$ cat config.mk
export PLATFORM = sky130hd
export DESIGN_NAME = simon_sequencer
export DESIGN_NICKNAME = d
export VERILOG_FILES = /design/src/rtl/simon_sequencer.sv
export SDC_FILE = /design/constraint.sdc
export NUM_CORES = 1
export LEC_CHECK = 0
export BUFFER_PORTS_ARGS = -buffer_cell sky130_fd_sc_hd__buf_2
export CORE_MARGIN = 5
export CORE_UTILIZATION = 57
export CTS_CLUSTER_SIZE = 20
export DETAILED_ROUTE_END_ITERATION = 8
export GPL_TIMING_DRIVEN = 0
export PLACE_DENSITY_LB_ADDON = 0.3
export REMOVE_ABC_BUFFERS = 1
export SYNTH_ARGS = -nofsm -noshare
export SYNTH_HDL_FRONTEND = slang
export SYNTH_SLANG_ARGS = --single-unit
$ cat constraint.sdc
create_clock -name clk -period 4.7 [get_ports clk]
set_input_delay 0 -clock clk [delete_from_list [all_inputs] [get_ports clk]]
set_output_delay 0 -clock clk [all_outputs]
set_load 0.01 [all_outputs]
$ cat src/rtl/simon_sequencer.sv
// -----------------------------------------------------------------------------
// simon_sequencer
//   "Simon" memory game sequencer. Each round appends one pseudo-random button
//   to a sequence. It plays the whole sequence back, then checks that the player
//   repeats it button by button. Every output is a register.
//
// Ports
//   clk             in   game tick clock; all state changes on the rising edge
//   reset           in   asynchronous, active-high; forces IDLE, outputs 0
//   start           in   begins a new game (only honoured in IDLE/OVER/WON)
//   player_num      in   [BW]  index of the button the player holds
//   player_pressed  in   high while a player button is held (level)
//   simon_turn      out  high while the sequence is being played back
//   simon_num       out  [BW] button index being shown
//   simon_pressed   out  high while simon_num is shown pressed
//   level           out  [LW] current sequence length (final score in OVER/WON)
//   game_over       out  high after a wrong entry
//   game_won        out  high after a correct MAX_LEN round
//
// Configuration macro
//   SIMON_SPEEDUP_EN  when defined, playback on/off times halve every 8 levels
//                     (never below 4 ticks); otherwise they are constant.
// -----------------------------------------------------------------------------
module simon_sequencer #(
  parameter int          NUM_BTN   = 4,
  parameter int          MAX_LEN   = 32,
  parameter int          ON_TICKS  = 30,
  parameter int          OFF_TICKS = 30,
  parameter logic [15:0] SEED      = 16'hACE1,
  localparam int         BW        = (NUM_BTN > 1) ? $clog2(NUM_BTN) : 1,
  localparam int         LW        = $clog2(MAX_LEN + 1)
) (
  input  logic          clk,
  input  logic          reset,
  input  logic          start,
  input  logic [BW-1:0] player_num,
  input  logic          player_pressed,
  output logic          simon_turn,
  output logic [BW-1:0] simon_num,
  output logic          simon_pressed,
  output logic [LW-1:0] level,
  output logic          game_over,
  output logic          game_won
);

  localparam int IW   = (MAX_LEN > 1) ? $clog2(MAX_LEN) : 1;
  localparam int MAXT = (ON_TICKS > OFF_TICKS) ? ((ON_TICKS > 4) ? ON_TICKS : 4)
                                               : ((OFF_TICKS > 4) ? OFF_TICKS : 4);
  localparam int TW   = $clog2(MAXT + 1);

  typedef enum logic [3:0] {
    S_IDLE,
    S_ADD,
    S_SHOW_OFF,
    S_SHOW_ON,
    S_WAIT_PRESS,
    S_WAIT_RELEASE,
    S_CHECK,
    S_OVER,
    S_WON
  } state_t;

  state_t        r_state, w_state_n;
  logic [15:0]   r_lfsr;
  logic [LW-1:0] r_index, w_index_n;
  logic [TW-1:0] r_tick, w_tick_n;
  logic          r_press_q;
  logic [BW-1:0] r_player_num, w_player_num_n;
  logic          r_simon_turn, w_simon_turn_n;
  logic [BW-1:0] r_simon_num, w_simon_num_n;
  logic          r_simon_pressed, w_simon_pressed_n;
  logic [LW-1:0] r_level, w_level_n;
  logic          r_game_over, w_game_over_n;
  logic          r_game_won, w_game_won_n;

  logic [BW-1:0] r_mem [MAX_LEN];
  logic          w_mem_we;
  logic [BW-1:0] w_mem_rd;
  logic [BW-1:0] w_step;
  logic          w_lfsr_fb;
  logic          w_rise;
  logic          w_last;
  logic [TW-1:0] w_on_dur, w_off_dur;

  // Fibonacci LFSR, taps 16,14,13,11 in right-shift form.
  assign w_lfsr_fb = r_lfsr[0] ^ r_lfsr[2] ^ r_lfsr[3] ^ r_lfsr[5];
  assign w_step    = BW'(r_lfsr % 16'(NUM_BTN));
  assign w_mem_rd  = r_mem[r_index[IW-1:0]];
  // Press is a registered 0->1 edge, so a button held over from playback
  // has to be released and pressed again before it counts.
  assign w_rise    = player_pressed && !r_press_q;
  assign w_last    = (r_index == r_level - 1'b1);

`ifdef SIMON_SPEEDUP_EN
  // Halve the duration every 8 levels, floor at 4 ticks.
  function automatic logic [TW-1:0] f_dur(input int base, input logic [LW-1:0] lvl);
    int sh;
    int v;
    sh = (lvl == '0) ? 0 : (int'(lvl - 1'b1) >> 3);
    v  = base >> sh;
    if (v < 4) v = 4;
    return TW'(v);
  endfunction

  assign w_on_dur  = f_dur(ON_TICKS, r_level);
  assign w_off_dur = f_dur(OFF_TICKS, r_level);
`else
  assign w_on_dur  = TW'(ON_TICKS);
  assign w_off_dur = TW'(OFF_TICKS);
`endif

  always_comb begin
    w_state_n         = r_state;
    w_index_n         = r_index;
    w_tick_n          = r_tick;
    w_player_num_n    = r_player_num;
    w_simon_turn_n    = r_simon_turn;
    w_simon_num_n     = r_simon_num;
    w_simon_pressed_n = r_simon_pressed;
    w_level_n         = r_level;
    w_game_over_n     = r_game_over;
    w_game_won_n      = r_game_won;
    w_mem_we          = 1'b0;

    case (r_state)
      S_IDLE, S_OVER, S_WON: begin
        if (start) begin
          w_state_n     = S_ADD;
          w_level_n     = '0;
          w_game_over_n = 1'b0;
          w_game_won_n  = 1'b0;
        end
      end

      S_ADD: begin
        w_mem_we          = 1'b1;
        w_level_n         = r_level + 1'b1;
        w_index_n         = '0;
        w_tick_n          = '0;
        w_simon_turn_n    = 1'b1;
        w_simon_pressed_n = 1'b0;
        w_state_n         = S_SHOW_OFF;
      end

      S_SHOW_OFF: begin
        if (r_tick == w_off_dur - 1'b1) begin
          w_tick_n          = '0;
          w_simon_num_n     = w_mem_rd;
          w_simon_pressed_n = 1'b1;
          w_state_n         = S_SHOW_ON;
        end else begin
          w_tick_n = r_tick + 1'b1;
        end
      end

      S_SHOW_ON: begin
        if (r_tick == w_on_dur - 1'b1) begin
          w_tick_n          = '0;
          w_simon_pressed_n = 1'b0;
          if (w_last) begin
            w_index_n      = '0;
            w_simon_turn_n = 1'b0;
            w_state_n      = S_WAIT_PRESS;
          end else begin
            w_index_n = r_index + 1'b1;
            w_state_n = S_SHOW_OFF;
          end
        end else begin
          w_tick_n = r_tick + 1'b1;
        end
      end

      S_WAIT_PRESS: begin
        if (w_rise) begin
          w_player_num_n = player_num;
          w_state_n      = S_WAIT_RELEASE;
        end
      end

      S_WAIT_RELEASE: begin
        // Track the button while held; the value seen last before release wins.
        if (player_pressed) begin
          w_player_num_n = player_num;
        end else begin
          w_state_n = S_CHECK;
        end
      end

      S_CHECK: begin
        if (r_player_num != w_mem_rd) begin
          w_game_over_n = 1'b1;
          w_state_n     = S_OVER;
        end else if (!w_last) begin
          w_index_n = r_index + 1'b1;
          w_state_n = S_WAIT_PRESS;
        end else if (r_level == LW'(MAX_LEN)) begin
          w_game_won_n = 1'b1;
          w_state_n    = S_WON;
        end else begin
          w_state_n = S_ADD;
        end
      end

      default: w_state_n = S_IDLE;
    endcase
  end

  always_ff @(posedge clk or posedge reset) begin
    if (reset) begin
      r_state         <= S_IDLE;
      r_lfsr          <= SEED;
      r_index         <= '0;
      r_tick          <= '0;
      r_press_q       <= 1'b0;
      r_player_num    <= '0;
      r_simon_turn    <= 1'b0;
      r_simon_num     <= '0;
      r_simon_pressed <= 1'b0;
      r_level         <= '0;
      r_game_over     <= 1'b0;
      r_game_won      <= 1'b0;
    end else begin
      r_state         <= w_state_n;
      r_lfsr          <= {w_lfsr_fb, r_lfsr[15:1]};
      r_index         <= w_index_n;
      r_tick          <= w_tick_n;
      r_press_q       <= player_pressed;
      r_player_num    <= w_player_num_n;
      r_simon_turn    <= w_simon_turn_n;
      r_simon_num     <= w_simon_num_n;
      r_simon_pressed <= w_simon_pressed_n;
      r_level         <= w_level_n;
      r_game_over     <= w_game_over_n;
      r_game_won      <= w_game_won_n;
    end
  end

  // Sequence storage is not reset: only entries below level are ever read.
  always_ff @(posedge clk) begin
    if (w_mem_we) begin
      r_mem[r_level[IW-1:0]] <= w_step;
    end
  end

  assign simon_turn    = r_simon_turn;
  assign simon_num     = r_simon_num;
  assign simon_pressed = r_simon_pressed;
  assign level         = r_level;
  assign game_over     = r_game_over;
  assign game_won      = r_game_won;

endmodule
# Word-level counts from Yosys, hierarchy flattened
# Memories as Yosys holds them, arrays and structs flattened.
# Cells that the tools add are included.
[totals]
reg_bits = 46
latch_bits = 0
ramBits = 64
romBits = 0
input_bits = 6
out_inout_bits = 12
word_cells = 103
n_memories = 1
[op_classes]
add_sub_neg = 4
n_mul = 0
div_mod_pow = 0
order_cmp = 0
n_eq_ne = 24
shift = 0
n_mux = 38
n_bitwise = 3
reduce_logical = 21
[mem_list]
columns = ["name", "depth", "word_bits", "rd", "rd_clocked_by_memory_dff", "wr", "line_no", "text"]
rows = [
  ["r_mem", 32, 2, 1, 0, 1, "76", "logic [BW-1:0] r_mem [MAX_LEN];"],
]
[op_table]
columns = ["operator", "n"]
rows = [
  ["4-bit 2-to-1 mux", 8],
  ["6-bit 2-to-1 mux", 5],
  ["4-bit one-hot mux with 7 select lines", 1],
  ["2-bit inequality test (second input constant)", 12],
  ["6-bit one-hot mux with 3 select lines", 1],
  ["4-bit by 3-bit equality test with 1-bit output (second input constant)", 4],
  ["6-bit by 1-bit adder with 6-bit output (second input constant)", 2],
  ["1-bit 2-to-1 mux", 12],
  ["6-bit one-hot mux with 2 select lines", 1],
  ["3-bit AND reduction", 4],
  ["5-bit one-hot mux with 2 select lines", 1],
  ["5-bit AND reduction", 2],
  ["2-bit nonzero test", 5],
  ["4-bit by 2-bit equality test with 1-bit output (second input constant)", 2],
  ["6-bit equality test", 1],
  ["6-bit equality test (second input constant)", 1],
  ["1-bit one-hot mux with 2 select lines", 3],
  ["3-bit nonzero test", 2],
  ["6-bit by 1-bit subtractor with 6-bit output (second input constant)", 1],
  ["5-bit by 1-bit adder with 5-bit output (second input constant)", 1],
  ["5-bit equality test (second input constant)", 1],
  ["5-bit 2-to-1 mux", 1],
  ["4-bit by 1-bit equality test with 1-bit output (second input constant)", 1],
  ["4-bit equality test (second input constant)", 1],
  ["other kinds (13)", 17],
]

# Depth between registers and ports, before layout
[logic_depth]
word_depth = 5
mapped_depth = 10
ltp_nobuf = 9

# Worst setup path after synthesis
# OpenSTA, ideal clock, no wires.
[synth_path]
path_kind = "register to register"
startpoint = "reg r_level[2], in the netlist level[2]"
endpoint = "reg r_index[0]"
setup_ns = 0.125
t_arrival_ns = 2.621
required_ns = 4.575
slack_ns = 1.954
path_stages_with_launch = 9
n_path_buf = 1
period_less_slack_ns = 2.746
cell_sequence = "dfrtp_1 or3_1 buf_2 or4_4 a2111oi_4 a21o_1 nand2_2 and4_4 mux2_4"
[synth_via]
elab_chain_cells = 5
word_cells_on_any_way = 7
cone_classes = "1 x add/sub; 2 x eq/ne; 3 x mux; 1 x reduce/logical"
[synth_rtl]
columns = ["item", "line_no", "text"]
rows = [
  ["from (decl)", "72", "logic [LW-1:0] r_level, w_level_n;"],
  ["from (signal assigned)", "232", "r_level <= w_level_n;"],
  ["6-bit by 1-bit subtractor with 6-bit output *", "92", "assign w_last = (r_index == r_level - 1'b1);"],
  ["6-bit equality test *", "92", ""],
  ["6-bit 2-to-1 mux", "160", "if (w_last) begin"],
  ["6-bit 2-to-1 mux", "157", "if (r_tick == w_on_dur - 1'b1) begin"],
  ["6-bit one-hot mux with 3 select lines", "125", "case (r_state)"],
  ["to (signal assigned)", "225", "r_index <= w_index_n;"],
  ["to (decl)", "65", "logic [LW-1:0] r_index, w_index_n;"],
]
# Mark *: on every way between the ends. The rest lies on a longest branch, timed or not. The select of a mux whose other input is x is not followed.
# A chain may end at the register's enable or synchronous reset.

# Final worst setup path
[layout_path]
startpoint = "reg r_index[0]"
endpoint = "reg r_index[0]"
[layout_via]
elab_chain_cells = 4
word_cells_on_any_way = 12
cone_classes = "1 x add/sub; 4 x eq/ne; 5 x mux; 1 x reduce/logical; 1 x memory"
[layout_rtl]
columns = ["item", "line_no", "text"]
rows = [
  ["memory 32 x 2 bit, or another cell as far along", "n/a", ""],
  ["2-bit inequality test, or another cell as far along", "190", "if (r_player_num != w_mem_rd) begin"],
  ["2-bit inequality test (no line), or another cell as far along", "n/a", ""],
  ["4-bit AND reduction (no line) or 6-bit one-hot mux with 3 select lines (tied branches)", "n/a", ""],
]
# Several ways; a longest one is shown, not always the timed one. The select of a mux whose other input is x is not followed.

==> impl_metrics.py <==
metrics = {
    "placed_design": {
        "dp_slack_ps": 1120,
        "portBuffers": 17,
        "globalplace.congestion": 0.831,
        "dp_hpwl_um": 6540,
    },
    "clocking": {
        "ctsResizeCount": 0,
        "cts_tree": "built",
        "clockBufferDepth": 2,
        "htreeDepth": 3,
        "cts-root-buf": "clkbuf_8",
        "clkTransAtPathRegs_ps": 120,
        "cts_sinks": 110,
        "cts_buffers": 9,
        "insertion_delay_ps": 370,
    },
    "power": {
        "pwr-share-clk_pct": 20.9,
        "vdd_drop_max_v": 0.000231,
        "sw_frac_of_total_pct": 37.7,
        "p_switching_w": 0.000993,
        "pwr-share-comb_pct": 29.0,
        "leakage_nw": 1.93,
        "power_density_nw_per_um2": 484,
        "finalPower_w": 0.00264,
        "p_int_w": 0.00164,
        "pwr-share-seq_pct": 50.1,
    },
    "yosys": {
        "syn_inst": 410,
        "ys_types": 57,
        "syn_area_um2": 5030,
        "synth_top_cell_by_area": "edfxtp_1",
        "yosysWarnings": 0,
        "synth_seq_area_share_pct": 61.3,
        "synth_top_area_share_pct": 38.2,
        "synthFlopType": "edfxtp_1",
        "ys_ff_latch": 110,
        "synth_area_per_cell_um2": 12.3,
        "synth.top_cells.by_area": "edfxtp_1 38%, dfrtp_1 19%, mux2i_1 4.4%, dfstp_2 4.2%, mux4_2 3.6%",
        "synth_edf_count": 64,
        "synth_common_cells": "64 x edfxtp_1, 47 x nor2_1, 41 x nand2_1",
        "async_flop_share_pct": 41.8,
        "yosysMostFrequentCell": "edfxtp_1",
    },
    "timing": {
        "fin_crit_sh_pct": 76.4,
        "setup_ws_ps": 1110,
        "setup_viol": 0,
        "slew_violations": 0,
        "hold_violations": 0,
        "max_freq_ghz": 0.278,
        "fin_skew_ps": 19.6,
        "worstMarginPinSlew_ps": 957,
        "relSlewSlack_pct": 36.2,
        "rsz0062_at_grt": "false",
        "tns_ps": 0,
        "fin_crit_ps": 3590,
    },
    "run": {
        "maxCapViolCount": 0,
    },
    "min_path": {
        "min_path_type": "input pin to async pin",
    },
    "routing": {
        "vias": 3198,
        "dr.pass1.iters": 4,
        "drt_iter0_markers": 198,
        "drc": 0,
        "vias_per_cell": 5.92,
        "antenna_left": 0,
        "postRouteWirelength_um": 9770,
        "post_drt_wl_per_cell_um": 18.1,
    },
    "floorplanning": {
        "dieArea_um2": 10800,
        "initial_utilization_pct": 57.9,
        "die_w_um": 104,
        "core_um2": 8680,
        "std_cell_rows": 34,
        "ios": 18,
        "die_y_um": 104,
    },
    "grt": {
        "grt_pass1_vias": 3271,
        "grt_pass1_wl_um": 16500,
        "track_usage_pct": 19.2,
        "antenna_found_initial": 0,
        "grt_start_max_net_pins": 44,
        "grt.overflow.total": 0,
    },
    "cells_and_area": {
        "syn2layout_area_growth_pct": 8.34,
        "ff_latch_area_um2": 3080,
        "drive_gt1_share_pct": 15.3,
        "diodes": 0,
        "multiInputGateArea_um2": 1820,
        "fill_cells": 709,
        "num-nets-final": 440,
    },
    "critical_path": {
        "cp.arrival_ps": 3840,
        "regToRegSetupSlack_ps": 1110,
        "end_kind": "register",
        "rr_endpoint": "r_index[0]",
        "critPathKind": "register to register",
        "worstSetupEndpoint": "r_index[0]",
        "crit_start": "r_index[0]",
        "rr_startpoint": "r_index[0]",
        "cp-start-kind": "register",
        "required_ps": 4950,
        "rr_worst_depth": 7,
        "worstPathMaxFanout": 29,
    },
    "run_status": {
        "status": "complete, no violations",
    },
}
==> cell usage in the layout (no fill, tap or decap), types with 3 or more instances in the layout <==
| cell | Yosys | routed |
|---|---|---|
| mux2_2 | 4 | 4 |
| mux4_2 | 8 | 8 |
| a31oi_1 | 5 | 5 |
| nor2b_1 | 3 | 3 |
| mux2i_1 | 22 | 22 |
| and3_1 | 7 | 7 |
| o21ai_0 | 23 | 23 |
| nor3_1 | 6 | 6 |
| buf_2 | 3 | 17 |
| or3_1 | 3 | 3 |
| clkinv_4 | 0 | 4 |
| a21oi_1 | 10 | 10 |
| nand3b_1 | 5 | 5 |
| o221ai_1 | 3 | 3 |
| clkbuf_8 | 0 | 9 |
| dlygate4sd3_1 | 0 | 5 |
| nand3_1 | 17 | 17 |
| edfxtp_1 | 64 | 64 |
| dfstp_2 | 8 | 8 |
| inv_1 | 12 | 11 |
| ha_1 | 7 | 7 |
| dfrtp_1 | 38 | 37 |
| nor2_1 | 47 | 47 |
| xnor2_1 | 9 | 9 |
| or3b_2 | 3 | 3 |
| nand2b_1 | 7 | 7 |
| o31ai_1 | 3 | 3 |
| nand2_1 | 41 | 41 |
==> what timing repair did <==
action	CTS	global route
buffers inserted	0	0
endpoints found under the hold margin	51	0
endpoints found under the setup margin	0	0
hold buffers	5	0
==> power by group through the flow <==
stage,registers [W],clock network (W),logic (W)
3_5_place_dp,0.00134,0,0.000758
6_report,0.00132,0.000552,0.000764
2_1_floorplan,0.00128,0,0.000584
3_3_place_gp,0.00133,0,0.000735
4_1_cts,0.00132,0.000568,0.000764
5_1_grt,0.00135,0.000614,0.000857
==> state kept, by name, summed over array words and instances, names as in the netlist <==
signal,cells
game_over,1
game_won,1
level,6
r_index,6
r_lfsr,16
r_mem,64
r_player_num,2
r_press_q,1
r_state,4
r_tick,5
simon_num,2
simon_pressed,1
simon_turn,1
==> layout make-up <==
class | instances | share of cell area [%]
sequential | 110 | 56.6
inverter | 12 | 0.827
tap | 108 | 2.48
clock buffer | 9 | 2.27
multi-input combinational | 271 | 33.5
clock inverter | 7 | 1.45
timing repair buffer | 23 | 2.85
==> how the worst min path moves through the flow <==
stage | start | to | slack (ps)
CTS | reset | level[3] | 3
global route | reset | level[3] | 50
detailed placement | reset | level[3] | -120
finish | reset | level[3] | 60
global placement | player_pressed | r_press_q | 120
floorplan | player_pressed | r_press_q | 30
==> per-stage QoR <==
stage	utilization (%)	std cells	hold WS, ps	instance area [µm²]
6_report	62.8	540	63.7	5450
3_5_place_dp	59.8	519	-120	5190
4_1_cts	62.8	540	3.12	5450
3_3_place_gp	59.6	518	124	5170
5_1_grt	62.8	540	48.8	5450
2_1_floorplan	-	393	31.4	4950
==> per-layer routing <==
metal,routed length [µm],up-vias,global-route usage (%),part of all wire (%)
met3,327,16,4.90,3.3
li1,-,1533,-,-
met2,4850,60,31.7,50
met4,217,0,6.29,2.2
met1,4380,1589,24.8,45
met5,0,-,0,0
==> worst max-delay path, cell delays in order, from the launching register on <==
cell      delay (ps)
dfrtp_2          920
mux4_2           620
or2_2            290
a311oi_1         500
o21ai_0          200
nand3b_1         330
and4_4           310
mux2_4           300
==> kinds of logic (layout without fill, tap and decap cells) <==
kind of cell / count (synthesis) / after routing / synth area share (%)
simple gates: 152 / 152 / 14.7
flops: 110 / 110 / 61.3
compound gates: 66 / 66 / 8.79
mux: 35 / 35 / 9.16
buf+inv: 29 / 51 / 2.39
xor+xnor: 11 / 11 / 1.92
fa+ha+maj: 7 / 7 / 1.74
(Power assumes the default switching activity.)
